===== src/rtl/spi_shift_engine_pkg.sv =====
// rtl/spi_shift_engine_pkg.sv - shared state encoding and sizing helpers for the SPI shift engine
package spi_shift_engine_pkg;

  typedef enum logic [1:0] {
    ST_IDLE,
    ST_SETUP,
    ST_SHIFT,
    ST_HOLD
  } state_e;

  localparam int unsigned DEF_CS_SETUP_TICKS = 1;
  localparam int unsigned DEF_CS_HOLD_TICKS  = 1;

  function automatic int unsigned edge_cnt_width(input int unsigned data_width);
    return $clog2(2 * data_width);
  endfunction

endpackage


===== src/rtl/spi_edge_detect.sv =====
// rtl/spi_edge_detect.sv - half-period tick generator from the divided SPI clock level
module spi_edge_detect (
  input  logic clk_i,
  input  logic arst_n_i,
  input  logic en_i,
  input  logic spi_clk_i,
  output logic tick_o
);

  logic spi_clk_prev_q;
  logic spi_clk_prev_d;

  // Forced low while disabled so the generator's starting level never fakes a tick.
  always_comb spi_clk_prev_d = en_i ? spi_clk_i : 1'b0;

  always_ff @(posedge clk_i or negedge arst_n_i) begin
    if (!arst_n_i) spi_clk_prev_q <= 1'b0;
    else           spi_clk_prev_q <= spi_clk_prev_d;
  end

  assign tick_o = en_i & (spi_clk_i ^ spi_clk_prev_q);

endmodule


===== src/rtl/spi_shift_engine.sv =====
// rtl/spi_shift_engine.sv - SPI master shift engine driven by ticks from the SPI clock generator
module spi_shift_engine
  import spi_shift_engine_pkg::*;
#(
  parameter int unsigned DATA_WIDTH     = 8,
  parameter int unsigned CS_SETUP_TICKS = DEF_CS_SETUP_TICKS,
  parameter int unsigned CS_HOLD_TICKS  = DEF_CS_HOLD_TICKS
) (
  input  logic                  clk_i,
  input  logic                  arst_n_i,
  input  logic                  cpol_i,
  input  logic                  cpha_i,
  input  logic                  lsb_first_i,
  input  logic [DATA_WIDTH-1:0] tx_data_i,
  input  logic                  tx_valid_i,
  output logic                  tx_ready_o,
  output logic [DATA_WIDTH-1:0] rx_data_o,
  output logic                  rx_valid_o,
  output logic                  busy_o,
  output logic                  spi_clk_en_o,
  input  logic                  spi_clk_i,
  output logic                  sclk_o,
  output logic                  mosi_o,
  input  logic                  miso_i,
  output logic                  cs_n_o
);

  localparam int unsigned EW     = edge_cnt_width(DATA_WIDTH);
  localparam int unsigned MAX_CS = (CS_SETUP_TICKS > CS_HOLD_TICKS) ? CS_SETUP_TICKS : CS_HOLD_TICKS;
  localparam int unsigned CW     = $clog2(MAX_CS + 1);

  localparam logic [EW-1:0] LAST_EDGE  = EW'(2 * DATA_WIDTH - 1);
  localparam logic [CW-1:0] SETUP_LAST = CW'(CS_SETUP_TICKS - 1);
  localparam logic [CW-1:0] HOLD_LAST  = CW'(CS_HOLD_TICKS - 1);

  state_e                state_q, state_d;
  logic [DATA_WIDTH-1:0] tx_sr_q, tx_sr_d;
  logic [DATA_WIDTH-1:0] rx_sr_q, rx_sr_d;
  logic [DATA_WIDTH-1:0] rx_data_q, rx_data_d;
  logic [EW-1:0]         edge_q, edge_d;
  logic [CW-1:0]         cnt_q, cnt_d;
  logic                  cpol_q, cpol_d;
  logic                  cpha_q, cpha_d;
  logic                  lsb_q, lsb_d;
  logic                  sclk_q, sclk_d;
  logic                  mosi_q, mosi_d;
  logic                  cs_n_q, cs_n_d;
  logic                  clk_en_q, clk_en_d;
  logic                  rx_valid_q, rx_valid_d;
  logic                  tick;

  logic                  tx_head;
  logic [DATA_WIDTH-1:0] tx_next;
  logic [DATA_WIDTH-1:0] rx_in;

  spi_edge_detect u_edge_detect (
    .clk_i     (clk_i),
    .arst_n_i  (arst_n_i),
    .en_i      (clk_en_q),
    .spi_clk_i (spi_clk_i),
    .tick_o    (tick)
  );

  // Both shift registers move toward the end the first bit leaves from.
  assign tx_head = lsb_q ? tx_sr_q[0] : tx_sr_q[DATA_WIDTH-1];
  assign tx_next = lsb_q ? (tx_sr_q >> 1) : (tx_sr_q << 1);
  assign rx_in   = lsb_q ? {miso_i, rx_sr_q[DATA_WIDTH-1:1]} : {rx_sr_q[DATA_WIDTH-2:0], miso_i};

  always_comb begin
    state_d    = state_q;
    tx_sr_d    = tx_sr_q;
    rx_sr_d    = rx_sr_q;
    rx_data_d  = rx_data_q;
    edge_d     = edge_q;
    cnt_d      = cnt_q;
    cpol_d     = cpol_q;
    cpha_d     = cpha_q;
    lsb_d      = lsb_q;
    sclk_d     = sclk_q;
    mosi_d     = mosi_q;
    cs_n_d     = cs_n_q;
    clk_en_d   = clk_en_q;
    rx_valid_d = 1'b0;

    case (state_q)
      ST_IDLE: begin
        sclk_d   = cpol_i;
        cs_n_d   = 1'b1;
        clk_en_d = 1'b0;
        if (tx_valid_i) begin
          cpol_d   = cpol_i;
          cpha_d   = cpha_i;
          lsb_d    = lsb_first_i;
          cs_n_d   = 1'b0;
          clk_en_d = 1'b1;
          cnt_d    = '0;
          rx_sr_d  = '0;
          if (cpha_i) begin
            tx_sr_d = tx_data_i;
          end else begin
            mosi_d  = lsb_first_i ? tx_data_i[0] : tx_data_i[DATA_WIDTH-1];
            tx_sr_d = lsb_first_i ? (tx_data_i >> 1) : (tx_data_i << 1);
          end
          state_d = ST_SETUP;
        end
      end
      ST_SETUP: begin
        if (tick) begin
          if (cnt_q == SETUP_LAST) begin
            cnt_d   = '0;
            edge_d  = '0;
            state_d = ST_SHIFT;
          end else begin
            cnt_d = cnt_q + CW'(1);
          end
        end
      end
      ST_SHIFT: begin
        if (tick) begin
          sclk_d = ~sclk_q;
          edge_d = edge_q + EW'(1);
          // Sampling edges are even for CPHA=0 and odd for CPHA=1; the others shift.
          if (edge_q[0] == cpha_q) begin
            rx_sr_d = rx_in;
          end else if (edge_q != LAST_EDGE) begin
            mosi_d  = tx_head;
            tx_sr_d = tx_next;
          end
          if (edge_q == LAST_EDGE) begin
            edge_d  = '0;
            state_d = ST_HOLD;
          end
        end
      end
      ST_HOLD: begin
        sclk_d = cpol_q;
        if (tick) begin
          if (cnt_q == HOLD_LAST) begin
            cnt_d      = '0;
            cs_n_d     = 1'b1;
            clk_en_d   = 1'b0;
            rx_data_d  = rx_sr_q;
            rx_valid_d = 1'b1;
            state_d    = ST_IDLE;
          end else begin
            cnt_d = cnt_q + CW'(1);
          end
        end
      end
      default: state_d = ST_IDLE;
    endcase
  end

  always_ff @(posedge clk_i or negedge arst_n_i) begin
    if (!arst_n_i) begin
      state_q    <= ST_IDLE;
      tx_sr_q    <= '0;
      rx_sr_q    <= '0;
      rx_data_q  <= '0;
      edge_q     <= '0;
      cnt_q      <= '0;
      cpol_q     <= 1'b0;
      cpha_q     <= 1'b0;
      lsb_q      <= 1'b0;
      sclk_q     <= 1'b0;
      mosi_q     <= 1'b0;
      cs_n_q     <= 1'b1;
      clk_en_q   <= 1'b0;
      rx_valid_q <= 1'b0;
    end else begin
      state_q    <= state_d;
      tx_sr_q    <= tx_sr_d;
      rx_sr_q    <= rx_sr_d;
      rx_data_q  <= rx_data_d;
      edge_q     <= edge_d;
      cnt_q      <= cnt_d;
      cpol_q     <= cpol_d;
      cpha_q     <= cpha_d;
      lsb_q      <= lsb_d;
      sclk_q     <= sclk_d;
      mosi_q     <= mosi_d;
      cs_n_q     <= cs_n_d;
      clk_en_q   <= clk_en_d;
      rx_valid_q <= rx_valid_d;
    end
  end

  assign tx_ready_o   = (state_q == ST_IDLE);
  assign busy_o       = (state_q != ST_IDLE);
  assign rx_data_o    = rx_data_q;
  assign rx_valid_o   = rx_valid_q;
  assign spi_clk_en_o = clk_en_q;
  assign sclk_o       = sclk_q;
  assign mosi_o       = mosi_q;
  assign cs_n_o       = cs_n_q;

endmodule


===== config.mk =====
export PLATFORM = sky130hd
export DESIGN_NAME = spi_shift_engine
export DESIGN_NICKNAME = d
export VERILOG_FILES = /design/src/rtl/spi_shift_engine_pkg.sv /design/src/rtl/spi_edge_detect.sv /design/src/rtl/spi_shift_engine.sv
export SDC_FILE = /design/constraint.sdc
export NUM_CORES = 1
export LEC_CHECK = 0
export BUFFER_PORTS_ARGS = -buffer_cell sky130_fd_sc_hd__buf_2
export CAP_MARGIN = 15
export CORE_MARGIN = 5
export CORE_UTILIZATION = 57
export DETAILED_ROUTE_END_ITERATION = 8
export GPL_ROUTABILITY_DRIVEN = 0
export PLACE_DENSITY = 0.79
export SYNTH_ARGS = -nofsm -noshare
export SYNTH_HDL_FRONTEND = slang
export SYNTH_SLANG_ARGS = --single-unit

===== constraint.sdc =====
create_clock -name clk_i -period 2.1 [get_ports clk_i]
set_input_delay 0.105 -clock clk_i [delete_from_list [all_inputs] [get_ports clk_i]]
set_output_delay 0.105 -clock clk_i [all_outputs]
set_load 0.1 [all_outputs]

Word-level counts from Yosys, hierarchy flattened
Index checks and enable logic that the tools add are counted.

storage, ports and cells
  register bits = 40
  logic and storage cells = 109

operators by class
  $add $sub $neg = 2
  equal/unequal tests = 18
  muxes and demuxes = 52
  bitwise operators = 4
  reductions and logical operators = 18

operators by type and width
  operator                                                               number
  8-bit 2-to-1 mux                                                       11
  8-bit one-hot mux with 2 select lines                                  2
  2-bit != test, second input constant                                   11
  1-bit 2-to-1 mux                                                       21
  4-bit 2-to-1 mux                                                       4
  2-bit 2-to-1 mux                                                       7
  2-bit nonzero test                                                     5
  3-bit AND reduction                                                    3
  1-bit one-hot mux with 2 select lines                                  4
  2-bit one-hot mux with 4 select lines                                  1
  4-bit one-hot mux with 2 select lines                                  1
  4-bit AND reduction                                                    2
  7-bit AND reduction                                                    1
  6-bit AND reduction                                                    1
  5-bit AND reduction                                                    1
  4-bit by 1-bit adder with 4-bit output, second input constant          1
  2-bit equality test, second input constant                             2
  4-bit equality test, second input constant                             1
  4-bit != test, second input constant                                   1
  2-bit AND reduction                                                    2
  1-bit one-hot mux with 3 select lines                                  1
  3-bit nonzero test                                                     1
  2-bit by 1-bit equality test with 1-bit output, second input constant  1
  2-bit zero test                                                        1
  other kinds (7)                                                        8

Depth between registers and ports, before layout
Gate-level depths: netlist (run 1).

  word-level depth = 5
  mapped depth = 7

Cells and area by module
A second synthesis (run 1) with hierarchy kept.

second synthesis, totals
  cell total of the unflattened synthesis = 213
  area total of the unflattened synthesis = 2279.7 um2

modules (own cells, without submodules)
  module            instances  cells each  area an instance (um2)
  spi_shift_engine  1          209         2232.1
  spi_edge_detect   1          4           47.5

Worst setup path before layout (run 1)
No wires, ideal clock.

  kind = register to register
  start point = register state_q[0]
  end point = register mosi_q (netlist: mosi_o)
  arrival time = 2.736 ns
  path slack = -0.762 ns
  cell stages (with the launch flop) = 7
  buffers on the path = 0
  cells stage by stage = dfrtp_1 > inv_1 > ha_1 > inv_1 > a2bb2oi_1 > a21oi_1 > mux2_2

between the ends
  word-level cells in the longest chain between the ends = 3

RTL lines
  item                                                                         RTL line                 source
  start: declaration                                                           spi_shift_engine.sv:36   state_e state_q, state_d;
  start signal: assignment                                                     spi_shift_engine.sv:171  state_q <= state_d;
  2-bit zero test *                                                            --
  net tx_ready_o                                                               spi_shift_engine.sv:16   output logic tx_ready_o,
  2-bit != test (no source line) / 2-bit nonzero test (equally long branches)  --
  6-bit AND reduction (no source line)                                         --
  end signal: assignment                                                       spi_shift_engine.sv:181  mosi_q <= mosi_d;
  end: declaration                                                             spi_shift_engine.sv:46   logic mosi_q, mosi_d;

The timed path passes the listed nets; every way through them passes the cells marked *.
A chain may end at the register's enable or synchronous reset.

Worst setup path in the final report (run 1)
  start point = register state_q[0]
  end point = register state_q[1]

between the ends
  word-level cells in the longest chain between the ends = 3

RTL lines
  item                                               RTL line                source
  2-bit equality test, or another cell as far along  spi_shift_engine.sv:85  case (state_q)
  2-bit != test (no source line)                     --
  7-bit AND reduction (no source line)               --

Parallel ways exist; a longest one is shown, timed or not.

==> results of run 1 <==
-- final timing paths --
check / depth (start not counted) / slack (ns) / to
max reg2reg: 6 / 0.23 / state_q[1]$_DFFE_PN0P_
min reg2reg: 1 / 0.51 / rx_data_o[3]$_DFFE_PN0P_
max: 6 / 0.23 / state_q[1]$_DFFE_PN0P_
min in group asynchronous: 2 / 0.24 / edge_q[1]$_DFFE_PN0P_
min: 2 / 0.07 / u_edge_detect.spi_clk_prev_q$_DFF_PN0_
max in group asynchronous: 3 / 1.33 / tx_sr_q[0]$_DFFE_PN0P_
-- kinds of logic (layout without fill, tap and decap cells) --
group / count (synthesis) / in the layout
adders and majority gates: 7 / 7
muxes: 39 / 39
DFF: 39 / 39
and+or+nand+nor: 45 / 45
AOI/OAI and AO/OA: 52 / 52
buffers and inverters: 23 / 56
xor gates and xnor gates: 2 / 2
-- sequential cells by signal, summed over array words and instances, names as in the netlist --
name / flops
rx_data_o: 8
rx_sr_q: 8
tx_sr_q: 8
edge_q: 4
state_q: 2
cpha_q: 1
cpol_q: 1
cs_n_o: 1
lsb_q: 1
mosi_o: 1
rx_valid_o: 1
sclk_o: 1
spi_clk_en_o: 1
u_edge_detect.spi_clk_prev_q: 1
-- worst reg2reg max path, cell delays in order (launching register included) --
cell and delay (ns):
dfrtp_1 0.40, inv_1 0.18, ha_4 0.20, nand2b_1 0.11
and4b_1 0.22, a311o_1 0.31, mux2_1 0.32
-- cells in the final DEF (no fill, tap or decap), drive strengths merged, types with 3 or more instances in the layout --
cell type,n
ha,7
o21ai,20
mux2i,23
clkbuf,6
o2bb2ai,8
nor2b,3
nand3,5
nand2,22
inv,10
buf,36
o211ai,6
a21oi,8
nor2,3
mux2,16
dfrtp,38
-- layer usage --
metal / wire length [um] / vias up / global-route usage (%)
met4: 55 / 0 / 6.26
met1: 2050 / 758 / 25.8
met2: 1910 / 40 / 26.6
met5: 0 / - / 0
met3: 218 / 5 / 6.23
li1: - / 802 / -
-- power breakdown --
group	leakage (nW)	total, mW	switching, mW	internal, mW
registers	0.500	1.18	0.194	0.987
clock network	0.0654	0.736	0.261	0.475
logic	0.674	2.08	1.33	0.751
total	1.24	4.00	1.79	2.21
-- what timing repair did --
item	in CTS	in global routing
resized for setup	0	0
hold endpoints to repair	12	0
hold buffers	1	0
-- through the flow --
| step | cells | hold slack [ns] | cell area [um^2] |
|---|---|---|---|
| 2_1_floorplan | 207 | -0.191 | 2210 |
| 3_3_place_gp | 279 | 0.0202 | 2410 |
| 3_5_place_dp | 279 | 0.0144 | 2410 |
| 4_1_cts | 288 | 0.0590 | 2560 |
| 5_1_grt | 288 | 0.0614 | 2560 |
| 6_report | 288 | 0.0666 | 2560 |
-- cell type report --
cell class                      count  area (um^2)  area share [%]
Multi-Input combinational cell    145         1140            44.4
Sequential cell                    39          978            38.3
Timing Repair Buffer               37          205            8.02
Clock buffer                        6         72.6            2.84
Clock inverter                      2         60.1            2.35
Tap cell                           48         60.1            2.35
Inverter                           11         45.0            1.76
==> results by group, run 1 <==
Synthesis
  – YS warnings: 0
  – Top-area cell type share of the netlist area: 43.4%
  – Synth Area in Adders: 4.00%
  – Syn avg cell area: 10.6 um^2
  – XOR/XNOR Fraction of Synth Area: 1.14%
  – Post-synth EDFFs: 0
  – Post-synth top cells: dfrtp_1 (38), mux2i_1 (23), nand2_1 (21)
  – Most frequent cell after synthesis: dfrtp_1
  – Post-synth ARST share: 100%
  – Post-synth top area cell: dfrtp_1
  – Cell variety after synth: 44
  – Mapped Cells: 207
  – Top cells by area, synth: dfrtp_1 (43%), mux2i_1 (11%), mux2_2 (6.7%)
  – Main synth FF type: dfrtp_1
  – #FFs+latches synth: 39
  – Sequential area share after synthesis: 44.6%
  – Mapped cell area: 2190 um^2
  – Mux share of post-synthesis cell area: 19.1%
  – Synth Area in Compound Gates: 15.9%
  – Syn Nets: 230
  – Synth Area in Simple Gates: 11.1%
  – Largest family of logic cells by synthesized area: multiplexers

Timing
  – Tmin final: 1.87 ns
  – Ratio of final minimum period to clock period: 89.3%
  – Fin. max-slew vios: 0
  – Setup TNS: 0 ns
  – Final worst slack: 0.225 ns
  – RSZ-0062 raised after global routing: false
  – Worst-margin pin slew: 0.653 ns
  – Final setup fails: 0
  – Clk_skew: 0.00700 ns
  – Hold Fails Final Rpt: 0
  – Max-slew headroom: 56.5%
  – Max Clk Rate: 0.533 GHz

Setup path
  – CP top delay family: flip-flops
  – Crit path DAT: 2.05 ns
  – Max incr delay on CP: 0.40 ns
  – Critical Path RT: 2.27 ns
  – WP buf/inv: 1
  – Max Fanout on Critical Path: 6
  – Critical path, cell by cell: inv_1, ha_4, nand2b_1, and4b_1, a311o_1, mux2_1
  – Startpoint types: flip-flop
  – Worst reg2reg path startpoint: state_q[0]$_DFFE_PN0P_
  – Worst Setup SP: state_q[0]$_DFFE_PN0P_
  – Kind of critical path: reg2reg
  – Critical path's slowest cell: dfrtp_1
  – Crit path capture type: flip-flop

Die
  – Die height: 72.0 um
  – Row count: 22
  – I/O pin count: 31
  – Die width: 72.0 um
  – Initial core utilization: 59.4%
  – Total core area: 3690 um^2
  – DIE AREA: 5180 um^2

Route
  – Drt pass-1 iters: 4
  – Vias: 1605
  – ANT nets after route: 0
  – DRC: 0
  – WL final: 4.23 mm
  – Vias per inst: 5.57
  – Routed WL per cell: 14.7 um
  – Drt initial violations: 88

Clock tree
  – Clock sinks: 39
  – Inserted Clock Buffers: 5
  – Postcts setup bufs: 0
  – Max Buffers Root-to-Sink: 2
  – TritonCTS clock tree: built
  – Reg clk slew, reported paths: 0.07 ns
  – Max H-tree Level: 2
  – Clock Latency Late Sink: 0.29 ns
  – Root Driver: clkbuf_8

Placement
  – Port buffer count: 30
  – Pre-CTS WS: 0.237 ns
  – DP HPWL: 3.07 mm

GRT
  – First-pass GRT wire length: 7.45 mm
  – Vias in the first global route: 1601
  – Total GRT Usage: 18.4%
  – Global route total overflow: 0
  – Pin count of the biggest net entering global routing: 23
  – Initial antenna violation count: 0

Min path
  – HP Start: spi_clk_i
  – Hold crit path type: in2reg

Pwr
  – LEAKAGE: 1.24 nW
  – Total Power: 4.00 mW
  – Peak supply drop: 1.40 mV
  – Power per cell area: 1560 nW/um^2

Finish
  – Fin util: 69.3%
  – Total Nets Final: 262
  – Area Overhead vs Synth: 16.8%
  – FILL cells: 280
  – Antenna cell count: 0
  – Layout cell share with drive strength beyond 1: 28.3%

Status
  – Status: completed

Job
  – Max-cap viol count: 0
Note: power is estimated with default switching activity, not from simulation.
==> inputs of run 2 (changes only) <==
--- a/config.mk
+++ b/config.mk
@@ -5,13 +5,14 @@
 export SDC_FILE = /design/constraint.sdc
 export NUM_CORES = 1
 export LEC_CHECK = 0
-export BUFFER_PORTS_ARGS = -buffer_cell sky130_fd_sc_hd__buf_2
+export BUFFER_PORTS_ARGS = -buffer_cell sky130_fd_sc_hd__buf_4
 export CAP_MARGIN = 15
 export CORE_MARGIN = 5
 export CORE_UTILIZATION = 57
 export DETAILED_ROUTE_END_ITERATION = 8
 export GPL_ROUTABILITY_DRIVEN = 0
 export PLACE_DENSITY = 0.79
+export SLEW_MARGIN = 25
 export SYNTH_ARGS = -nofsm -noshare
 export SYNTH_HDL_FRONTEND = slang
 export SYNTH_SLANG_ARGS = --single-unit
==> run 2 against run 1 <==
Non-clock buffer count is 2 lower; clock skew is 0.0045 ns lower; fmax fell by 4.2%; setup slack worse by 0.082 ns; die area unchanged; combinational power barely moved; total power is 4.5% lower; core utilization rose by 0.34 points; cell count fell by 0.69%; count of clock-buffer cells in the layout unchanged; hold slack lost 0.023 ns.
==> results by group, run 2 (synthesis results as in run 1) <==
Status
  – Status: completed (unchanged)

Clock tree
  – Max Buffers Root-to-Sink: 2 (unchanged)
  – TritonCTS clock tree: built (unchanged)
  – Postcts setup bufs: 0 (unchanged)
  – Inserted Clock Buffers: 5 (unchanged)
  – Max H-tree Level: 2 (unchanged)
  – Clock Latency Late Sink: 0.29 ns (about the same)
  – Cts hold-fix bufs: 1 (unchanged)
  – Root Driver: clkbuf_8 (unchanged)
  – Reg clk slew, reported paths: 0.08 ns (was 0.07 ns)
  – CTS resizes: 0 (unchanged)
  – Clock sinks: 39 (unchanged)

Setup path
  – Kind of critical path: reg2reg (unchanged)
  – Crit path DAT: 2.17 ns (was 2.05 ns)
  – Critical Path RT: 2.31 ns (was 2.27 ns)
  – Worst Setup SP: state_q[0]$_DFFE_PN0P_ (unchanged)
  – Startpoint types: flip-flop (unchanged)
  – Worst reg2reg path startpoint: state_q[0]$_DFFE_PN0P_ (unchanged)
  – Max Fanout on Critical Path: 8 (was 6)
  – Crit path capture type: flip-flop (unchanged)

Route
  – Drt pass-1 iters: 4 (unchanged)
  – WL final: 4.37 mm (was 4.23 mm)
  – Vias: 1607 (was 1605)
  – Drt initial violations: 115 (was 88)
  – ANT nets after route: 0 (unchanged)
  – Routed WL per cell: 15.3 um (was 14.7 um)
  – DRC: 0 (unchanged)
  – Vias per inst: 5.62 (was 5.57)

Die
  – DIE AREA: 5180 um^2 (unchanged)
  – Die width: 72.0 um (unchanged)
  – Row count: 22 (unchanged)
  – Die height: 72.0 um (unchanged)
  – Initial core utilization: 59.4% (unchanged)
  – Total core area: 3690 um^2 (unchanged)
  – I/O pin count: 31 (unchanged)

Timing
  – Final setup fails: 0 (unchanged)
  – Ratio of final minimum period to clock period: 93.2% (was 89.3%)
  – Worst-margin pin slew: 0.725 ns (was 0.653 ns)
  – Final worst slack: 0.144 ns (was 0.225 ns)
  – Hold Fails Final Rpt: 0 (unchanged)
  – Max Clk Rate: 0.511 GHz (was 0.533 GHz)
  – Max-slew headroom: 51.6% (was 56.5%)
  – Clk_skew: 0.00248 ns (was 0.00700 ns)
  – Setup TNS: 0 ns (unchanged)
  – Tmin final: 1.96 ns (was 1.87 ns)
  – Fin. max-slew vios: 0 (unchanged)
  – RSZ-0062 raised after global routing: false (unchanged)

Finish
  – Total Nets Final: 260 (was 262)
  – Antenna cell count: 0 (unchanged)
  – Layout cell share with drive strength beyond 1: 27.7% (was 28.3%)
  – Most common cell after layout, fill and taps aside: dfrtp_1 (unchanged)
  – Commonest non-fill, non-tap cells in the layout: dfrtp_1 (37), buf_4 (34), mux2i_1 (23), nand2_1 (21), o21ai_0 (20) (was dfrtp_1 (37), buf_2 (30), mux2i_1 (23), nand2_1 (21), o21ai_0 (20))
  – Area Overhead vs Synth: 17.4% (was 16.8%)
  – FILL cells: 294 (was 280)

GRT
  – First-pass GRT wire length: 7.56 mm (was 7.45 mm)
  – Total GRT Usage: 18.5% (was 18.4%)
  – Global route total overflow: 0 (unchanged)
  – Pin count of the biggest net entering global routing: 40 (was 23)
  – Vias in the first global route: 1618 (was 1601)
  – Initial antenna violation count: 0 (unchanged)

Placement
  – Pre-CTS WS: 0.140 ns (was 0.237 ns)
  – DP HPWL: 3.15 mm (was 3.07 mm)
  – Port buffer count: 30 (unchanged)

Job
  – Max-cap viol count: 0 (unchanged)

Pwr
  – Power per cell area: 1490 nW/um^2 (was 1560 nW/um^2)
  – Peak supply drop: 1.26 mV (was 1.40 mV)
  – LEAKAGE: 1.22 nW (was 1.24 nW)

Min path
  – Hold crit path type: in2reg (unchanged)
  – HP Start: spi_clk_i (unchanged)
## run 2: area by class of cell
type	count	area [um^2]	area share, %
Tap cell	48	60.1	2.34
Multi-Input combinational cell	145	1140	44.2
Clock buffer	6	72.6	2.82
Clock inverter	2	12.5	0.487
Inverter	11	45.0	1.75
Sequential cell	39	978	38.1
Timing Repair Buffer	35	265	10.3
## run 2: through the flow
stage / utilization (%) / total power [mW] / hold slack [ns] / area (um^2) / instances
after floorplan: - / 2.88 / -0.191 / 2210 / 207
after global placement: 67.1 / 3.28 / 0.103 / 2470 / 277
after detailed placement: 67.1 / 3.33 / 0.103 / 2470 / 277
after CTS: 69.7 / 3.83 / 0.0424 / 2570 / 286
after global routing: 69.7 / 4.06 / 0.0458 / 2570 / 286
final: 69.7 / 3.82 / 0.0439 / 2570 / 286
## run 2: worst paths after layout
path | endpoint | slack, ns | depth (start not counted)
max | tx_sr_q[6]$_DFFE_PN0P_ | 0.14 | 6
min | u_edge_detect.spi_clk_prev_q$_DFF_PN0_ | 0.04 | 2
min in group asynchronous | edge_q[3]$_DFFE_PN0P_ | 0.31 | 2
min reg2reg | rx_data_o[5]$_DFFE_PN0P_ | 0.51 | 1
max reg2reg | tx_sr_q[6]$_DFFE_PN0P_ | 0.14 | 6
max in group asynchronous | cs_n_o$_DFFE_PN1P_ | 1.42 | 2
## run 2: power breakdown
part | switching, mW | total [mW] | leakage, nW | internal [mW]
logic | 1.31 | 2.11 | 0.681 | 0.797
registers | 0.222 | 1.21 | 0.500 | 0.986
clock network | 0.266 | 0.498 | 0.0412 | 0.232
## run 2: critical path, stage by stage (launching register included)
cell     delay, ns
dfrtp_1       0.40
inv_1         0.18
ha_1          0.35
o21ai_0       0.23
a21oi_4       0.30
buf_4         0.20
mux2i_1       0.20
## run 2: routing by layer
metal / GRT usage (%) / share of wire [%] / up-vias
met5: 0 / 0 / -
li1: - / - / 794
met4: 6.26 / 1.3 / 0
met1: 25.3 / 48 / 772
met2: 28.1 / 46 / 34
met3: 5.54 / 5.1 / 7
